<file path="src/rtl/fifo_frame_write.sv">
// rtl/fifo_frame_write.sv - word-to-byte frame serializer into a FIFO write port, MSB first
// Optional FIFO_FRAME_CSUM_EN appends an XOR checksum byte after the payload.
module fifo_frame_write #(
  parameter int MAX_LEN = 12
) (
  input  logic                 clk,
  input  logic                 rst_n,
  input  logic                 fs,
  output logic                 fd,
  input  logic [11:0]          data_len,
  input  logic [8*MAX_LEN-1:0] din,
  input  logic                 fifo_full,
  output logic [7:0]           fifo_txd,
  output logic                 fifo_txen,
  output logic                 err
);

  localparam int W = 8 * MAX_LEN;

`ifdef FIFO_FRAME_CSUM_EN
  typedef enum logic [2:0] {IDLE, LOAD, WORK, CSUM, DONE} state_t;
`else
  typedef enum logic [2:0] {IDLE, LOAD, WORK, DONE} state_t;
`endif

  state_t         state_q, state_d;
  logic [W-1:0]   shift_q, shift_d;
  logic [11:0]    cnt_q, cnt_d;
  logic           fd_q, fd_d;
  logic [7:0]     txd_q, txd_d;
  logic           len_bad;
`ifdef FIFO_FRAME_CSUM_EN
  logic [7:0]     csum_q, csum_d;
`endif

  assign len_bad = (data_len == 12'd0) || (data_len > 12'(MAX_LEN));

  always_comb begin
    state_d   = state_q;
    shift_d   = shift_q;
    cnt_d     = cnt_q;
    fifo_txen = 1'b0;
    fifo_txd  = txd_q;
    err       = 1'b0;
`ifdef FIFO_FRAME_CSUM_EN
    csum_d    = csum_q;
`endif
    case (state_q)
      IDLE: if (fs) state_d = LOAD;
      LOAD: begin
        shift_d = din;
        cnt_d   = data_len;
`ifdef FIFO_FRAME_CSUM_EN
        csum_d  = 8'd0;
`endif
        if (len_bad) begin
          err     = 1'b1;
          state_d = DONE;
        end else begin
          state_d = WORK;
        end
      end
      WORK: begin
        fifo_txd  = shift_q[W-1 -: 8];
        fifo_txen = ~fifo_full;
        if (fifo_txen) begin
          shift_d = shift_q << 8;
          cnt_d   = cnt_q - 12'd1;
`ifdef FIFO_FRAME_CSUM_EN
          csum_d  = csum_q ^ shift_q[W-1 -: 8];
          if (cnt_q == 12'd1) state_d = CSUM;
`else
          if (cnt_q == 12'd1) state_d = DONE;
`endif
        end
      end
`ifdef FIFO_FRAME_CSUM_EN
      CSUM: begin
        fifo_txd  = csum_q;
        fifo_txen = ~fifo_full;
        if (fifo_txen) state_d = DONE;
      end
`endif
      DONE: if (!fs) state_d = IDLE;
      default: state_d = IDLE;
    endcase
    // fd is a registered image of being in DONE; txd holds whatever was last presented
    fd_d  = (state_d == DONE);
    txd_d = fifo_txd;
  end

  always_ff @(posedge clk) begin
    if (!rst_n) begin
      state_q <= IDLE;
      shift_q <= '0;
      cnt_q   <= '0;
      fd_q    <= 1'b0;
      txd_q   <= 8'd0;
`ifdef FIFO_FRAME_CSUM_EN
      csum_q  <= 8'd0;
`endif
    end else begin
      state_q <= state_d;
      shift_q <= shift_d;
      cnt_q   <= cnt_d;
      fd_q    <= fd_d;
      txd_q   <= txd_d;
`ifdef FIFO_FRAME_CSUM_EN
      csum_q  <= csum_d;
`endif
    end
  end

  assign fd = fd_q;

endmodule
</file>
<file path="config.mk">
export PLATFORM = sky130hd
export DESIGN_NAME = fifo_frame_write
export DESIGN_NICKNAME = d
export VERILOG_FILES = /design/src/rtl/fifo_frame_write.sv
export SDC_FILE = /design/constraint.sdc
export NUM_CORES = 1
export LEC_CHECK = 0
export CORE_ASPECT_RATIO = 1.5
export CORE_MARGIN = 3
export CORE_UTILIZATION = 41
export DETAILED_ROUTE_END_ITERATION = 8
export PLACE_DENSITY_LB_ADDON = 0.15
export SLEW_MARGIN = 20
export SYNTH_ARGS = -nofsm -noshare
export SYNTH_HDL_FRONTEND = slang
export SYNTH_SLANG_ARGS = --single-unit
</file>
<file path="constraint.sdc">
create_clock -name clk -period 3.3 [get_ports clk]
set_clock_uncertainty 0.2 [all_clocks]
set_input_delay 0.66 -clock clk [delete_from_list [all_inputs] [get_ports clk]]
set_output_delay 0.66 -clock clk [all_outputs]
set_load 0.02 [all_outputs]
</file>
After elaboration in Yosys (flattened, before gate mapping):

Cells that the tools add are included.

* $add $sub $neg: 1
* equal/unequal tests: 6
* reduce and logical (&&, ||, !) cells: 5
* multiplexer cells: 14
* bitwise gates (word level): 1
* order comparisons: 1

Operator list (count)
* one-hot mux 96 bit (2 select lines): 1
* two-way mux 96 bit: 1
* one-hot mux 12 bit (2 select lines): 1
* equality test 12 x 1 -> 1 bit (second input constant): 1
* greater-than comparator 12 x 4 -> 1 bit (second input constant): 1
* zero test 12 bit: 1
* two-way mux 12 bit: 1
* two-way mux 3 bit: 4
* one-hot mux 3 bit (4 select lines): 1
* subtractor 12 x 1 -> 12 bit (second input constant): 1
* equality test 3 x 2 -> 1 bit (second input constant): 3
* two-way mux 8 bit: 1
* two-way mux 1 bit: 4
* equality test 3 x 1 -> 1 bit (second input constant): 1
* zero test 3 bit: 1
* inequality test 2 bit (second input constant): 1
* AND reduction 2 bit: 1
* nonzero test 2 bit: 1
* logical OR 1 bit: 1
* NOT 1 bit: 1

* register bits: 120
* output and inout port bits: 11
* logic and storage cells: 33

Longest topological paths before layout:

* depth in word-level cells: 5
* gate-level depth with buffers: 7
* depth with buffers taken out: 6

Worst setup path before layout:

No wires, ideal clock.

* path kind: input-to-output
* start point: input data_len[0]
* end point: output err
* buffers on the path: 0
* stages: 4
* data required time: 2440 ps
* slack: 941 ps
* arrival time: 1499 ps
* path through: or4_1 nand4_1 nand2_1 inv_1

* word-level cells in the longest chain between the ends: 4
* elaborated cells between the ends (all ways): 5
* those cells by class: 1 x order compare; 2 x mux; 2 x reduce/logical

RTL lines
* start, declared: line 10 `input logic [11:0] data_len,`
* greater-than comparator 12 x 4 -> 1 bit / zero test 12 bit (equally long branches): line 36 `assign len_bad = (data_len == 12'd0) || (data_len > 12'(MAX_LEN));`
* logical OR 1 bit *: line 36
* two-way mux 1 bit *: line 56 `if (len_bad) begin`
* two-way mux 1 bit *: line 48 `case (state_q)`
* end, declared: line 15 `output logic err`

Every way passes the cells marked *; elsewhere a longest branch is shown, timed or not.

Worst setup path after layout:

* start point: register state_q[1]
* end point: output fifo_txd[4]

* word-level cells in the longest chain between the ends: 2

RTL lines
* start, declared: line 26 `state_t state_q, state_d;`
* start signal, assigned: line 103 `state_q <= state_d;`
* equality test 3 x 2 -> 1 bit: line 48
* two-way mux 8 bit: line 48
* end, declared: line 13 `output logic [7:0] fifo_txd,`

Every way passes these cells.

==> tab_implementation.tex <==
\begin{tabular}{lr}
\hline
Metric & Value \\
\hline
\multicolumn{2}{l}{\textbf{Run status}} \\
Result of the run & complete, no violations \\
\multicolumn{2}{l}{\textbf{Timing}} \\
Hold\_ws & 266 ps \\
Sum of negative setup slack & 0 ps \\
Pins over their slew limit & 0 \\
Unrepaired setup endpoints after global routing & no \\
Final period util & 93.6\% \\
Max-slew headroom & 44.9\% \\
Highest attainable clock frequency & between 300 and 400 MHz \\
Number of setup violations in the final report & 0 \\
Final count of hold timing violations & 0 \\
Final period demand of the worst path & 3090 ps \\
Post-route setup slack & approximately 210 ps \\
Measured slew at the worst slew-check pin & 820 ps \\
\multicolumn{2}{l}{\textbf{Global route}} \\
Total congestion overflow after global routing & 0 \\
Global-route usage over all layers & 20.0\% \\
Initial antenna violation count & 0 \\
Vias in the first global route & between 5000 and 6000 \\
Largest net degree at the start of global routing & 70 \\
Wire length of the first global-routing pass & 23.9 mm \\
\multicolumn{2}{l}{\textbf{Power}} \\
Leak Pwr & approximately 2.6 nW \\
PD cells & 485 nW/um\^{}2 \\
P\_int & between 2 and 3 mW \\
Share of power burned in the clock network & 45.0\% \\
Maximum VDD drop & between 0.0002 and 0.0003 V \\
Psw & about 0.79 mW \\
Relative contribution of sequential cells to total power & 44.5\% \\
Portion of total power attributed to combinational logic & 10.5\% \\
Switching part of the total & roughly 23\% \\
\multicolumn{2}{l}{\textbf{Worst setup path}} \\
Critical path startpoint category & flip-flop \\
Worst-path maximum fanout & 25 \\
Arrival @ worst endpoint & around 2200 ps \\
Worst R2R Start & state\_q[0] \\
Required time at the worst-slack endpoint & between 2000 and 2500 ps \\
Endpoint of the most critical register-to-register path & cnt\_q[6] \\
Crit path launch & state\_q[1] \\
Worst-case register-to-register setup slack & slightly above 900 ps \\
Critical setup path kind & flip-flop to primary output \\
Critical Path, Cell by Cell & or3b\_4 -> nand2\_1 -> nand2\_1 -> clkdlybuf4s50\_1 \\
Delay of the slowest cell on the worst path & between 500 and 600 ps \\
Crit-path most repeated cell & nand2\_1 \\
Max stage delay cell, worst path & or3b\_4 \\
Worst Reg-to-Reg Cells & 5 \\
Critical path capture point type & primary output \\
\multicolumn{2}{l}{\textbf{Synthesis}} \\
EDFF count, synth & 0 \\
Synthesis-stage register bit count & 120 \\
Fraction of post-synthesis cell area in the top cell type by area & 44.5\% \\
Sequential fraction of the synthesis area & between 40\% and 50\% \\
Mean cell area of the mapped netlist & between 7 and 8 sq um \\
Top cells by area, synth & dfxtp\_1, nand2\_1, a311oi\_1, nor2\_1, buf\_2 \\
Main synth FF type & dfxtp\_1 \\
Synth warnings & 0 \\
Async set or reset register ratio after synthesis & 0\% \\
Post-synthesis cell type count & between 40 and 50 \\
Number of standard cells after synthesis & slightly below 700 \\
Synthesized area & $\sim$5400 sq um \\
Synthesized Nets & about 800 \\
Synth area leader & dfxtp\_1 \\
\multicolumn{2}{l}{\textbf{Min path}} \\
Hold Path Stages & 2 \\
Min-Delay Startpoint & txd\_q[6] \\
Class of the tightest hold or removal check & flip-flop to flip-flop \\
Min-Delay Endpoint & txd\_q[6] \\
\multicolumn{2}{l}{\textbf{Placed design}} \\
Number of placed cells counting well taps & about 920 \\
GPL Wtd Cong & 0.810 \\
Final HPWL DP & 10.2 mm \\
Number of buffers inserted by port buffering & 122 \\
Pre-CTS setup slack & -3.68 ps \\
\multicolumn{2}{l}{\textbf{CTS}} \\
Largest buffer count on any clock path & 2 \\
Cts hold-fix bufs & 0 \\
Number of sinks on the clock net & 120 \\
Buffers inserted by post-CTS timing repair & 0 \\
Clock tree from TritonCTS & done \\
Post-cts repair resize count & 1 \\
Level count of the clock H-tree & 4 \\
Number of buffers added by the clock tree synthesis step & 17 \\
Reg clk slew, reported paths & roughly 50 ps \\
Clock root buffer & clkbuf\_16 \\
Clock network latency to the later pin of the worst-skew pair & roughly 400 ps \\
\multicolumn{2}{l}{\textbf{Floorplan}} \\
Core Area & 12700 sq um \\
Number of core rows & 50 \\
Initial standard-cell utilization of the core & 42.5\% \\
Die extent in y & 146 microns \\
Full die area & 14600 sq um \\
Ports & 123 \\
Die width & 99.6 microns \\
\multicolumn{2}{l}{\textbf{Cells and area}} \\
Post-layout nets & 901 \\
Commonest cells after routing, fill and taps aside & nand2\_1, clkdlybuf4s50\_1, dfxtp\_1 \\
Most common cell after layout, fill and taps aside & nand2\_1 \\
ANT cells & 0 \\
Layout cell share with drive strength beyond 1 & 6.54\% \\
Area added between synthesis and finish & 32.5\% \\
Cell Count, Final, Fillers Out & 951 \\
\multicolumn{2}{l}{\textbf{Flow run}} \\
Count of maximum capacitance violations & 0 \\
\multicolumn{2}{l}{\textbf{Drt}} \\
Total wire length & 14.7 mm \\
Vias per std cell & 5.42 \\
Router iterations before antenna repair & 4 \\
Violation count after the first detailed-routing iteration & between 200 and 250 \\
DRC & 0 \\
Mean routed wirelength per cell & 15.4 microns \\
Total via count in the routed design & 5154 \\
Number of nets still failing antenna checks after routing & 0 \\
\hline
\end{tabular}
[cell families (layout without fill, tap and decap cells)]
family / Yosys count / count (layout) / synth area share [%]
other: 1 / 1 / 0.0695
adders and majority gates: 2 / 2 / 0.464
and+or+nand+nor: 347 / 347 / 26.3
muxes: 3 / 3 / 0.580
DFF: 120 / 120 / 44.5
buffers and inverters: 68 / 175 / 6.91
AOI/OAI and AO/OA: 146 / 146 / 20.9
xor gates and xnor gates: 1 / 1 / 0.162
[worst max path at each step]
| stage | depth (start not counted) | endpoint | slack [ps] |
|---|---|---|---|
| 2_1_floorplan | 4 | err | 940 |
| 3_3_place_gp | 6 | err | -7 |
| 6_report | 4 | fifo_txd[4] | 210 |
| 3_5_place_dp | 6 | err | -4 |
| 4_1_cts | 5 | fifo_txd[4] | 160 |
| 5_1_grt | 5 | fifo_txd[1] | 80 |
[layout make-up]
| class | instances | area [sq um] |
|---|---|---|
| fillers | 1227 | 5560 |
| multi-input cells | 500 | 2630 |
| flip-flops and latches | 120 | 2400 |
| repair buffers | 141 | 1400 |
| clock buffers | 21 | 460 |
| well taps | 156 | 195 |
| clock inverters | 6 | 30.0 |
| inverters | 7 | 27.5 |
[synthesized netlist by cell type (2+ instances only)]
| cell | instances |
|---|---|
| a21oi_1 | 23 |
| a22oi_1 | 9 |
| a311oi_1 | 89 |
| and4_1 | 2 |
| buf_2 | 28 |
| buf_6 | 11 |
| clkbuf_1 | 22 |
| dfxtp_1 | 120 |
| ha_1 | 2 |
| inv_1 | 7 |
| mux2i_1 | 2 |
| nand2_1 | 210 |
| nand2b_1 | 2 |
| nand3_1 | 2 |
| nand4_1 | 2 |
| nor2_1 | 106 |
| nor3_1 | 5 |
| nor3b_1 | 2 |
| nor3b_2 | 2 |
| nor4_1 | 4 |
| nor4b_1 | 2 |
| o211ai_1 | 6 |
| o21ai_0 | 8 |
| o21ai_1 | 2 |
| o22ai_1 | 2 |
[routing by layer]
metal  share of wire, %  GRT usage [%]  wire [microns]
met2                 50           34.3            7360
met4                2.1           7.86             313
met5                  0              0               0
met3                4.6           4.16             682
met1                 43           24.3            6330
[worst max-delay path, delay by kind of cell, from the launching register on]
| family | cells | cell delay (ps) |
|---|---|---|
| buffers and inverters | 1 | 540 |
| AND/OR/NAND/NOR | 3 | 810 |
| flip-flops | 1 | 470 |
[sequential cells by signal (all words and copies together) (netlist names)]
| name | flops |
|---|---|
| shift_q | 96 |
| cnt_q | 12 |
| txd_q | 8 |
| state_q | 3 |
| fd | 1 |
[power groups by stage]
| stage | Combinational (mW) | Clock, mW | Sequential, mW |
|---|---|---|---|
| final | 0.364 | 1.56 | 1.54 |
| after global routing | 0.401 | 1.65 | 1.55 |
| after CTS | 0.365 | 1.59 | 1.54 |
| after detailed placement | 0.363 | 0 | 1.57 |
| after global placement | 0.358 | 0 | 1.57 |
| after floorplan | 0.188 | 0 | 1.56 |
[stage by stage]
| step | power (mW) | cell area (sq um) | util (%) |
|---|---|---|---|
| after floorplan | 1.75 | 5390 | - |
| after global placement | 1.93 | 6660 | 52.4 |
| after detailed placement | 1.94 | 6660 | 52.4 |
| after CTS | 3.50 | 7140 | 56.3 |
| after global routing | 3.60 | 7140 | 56.3 |
| final | 3.47 | 7140 | 56.3 |
Note: power is estimated with default switching activity, not from simulation.
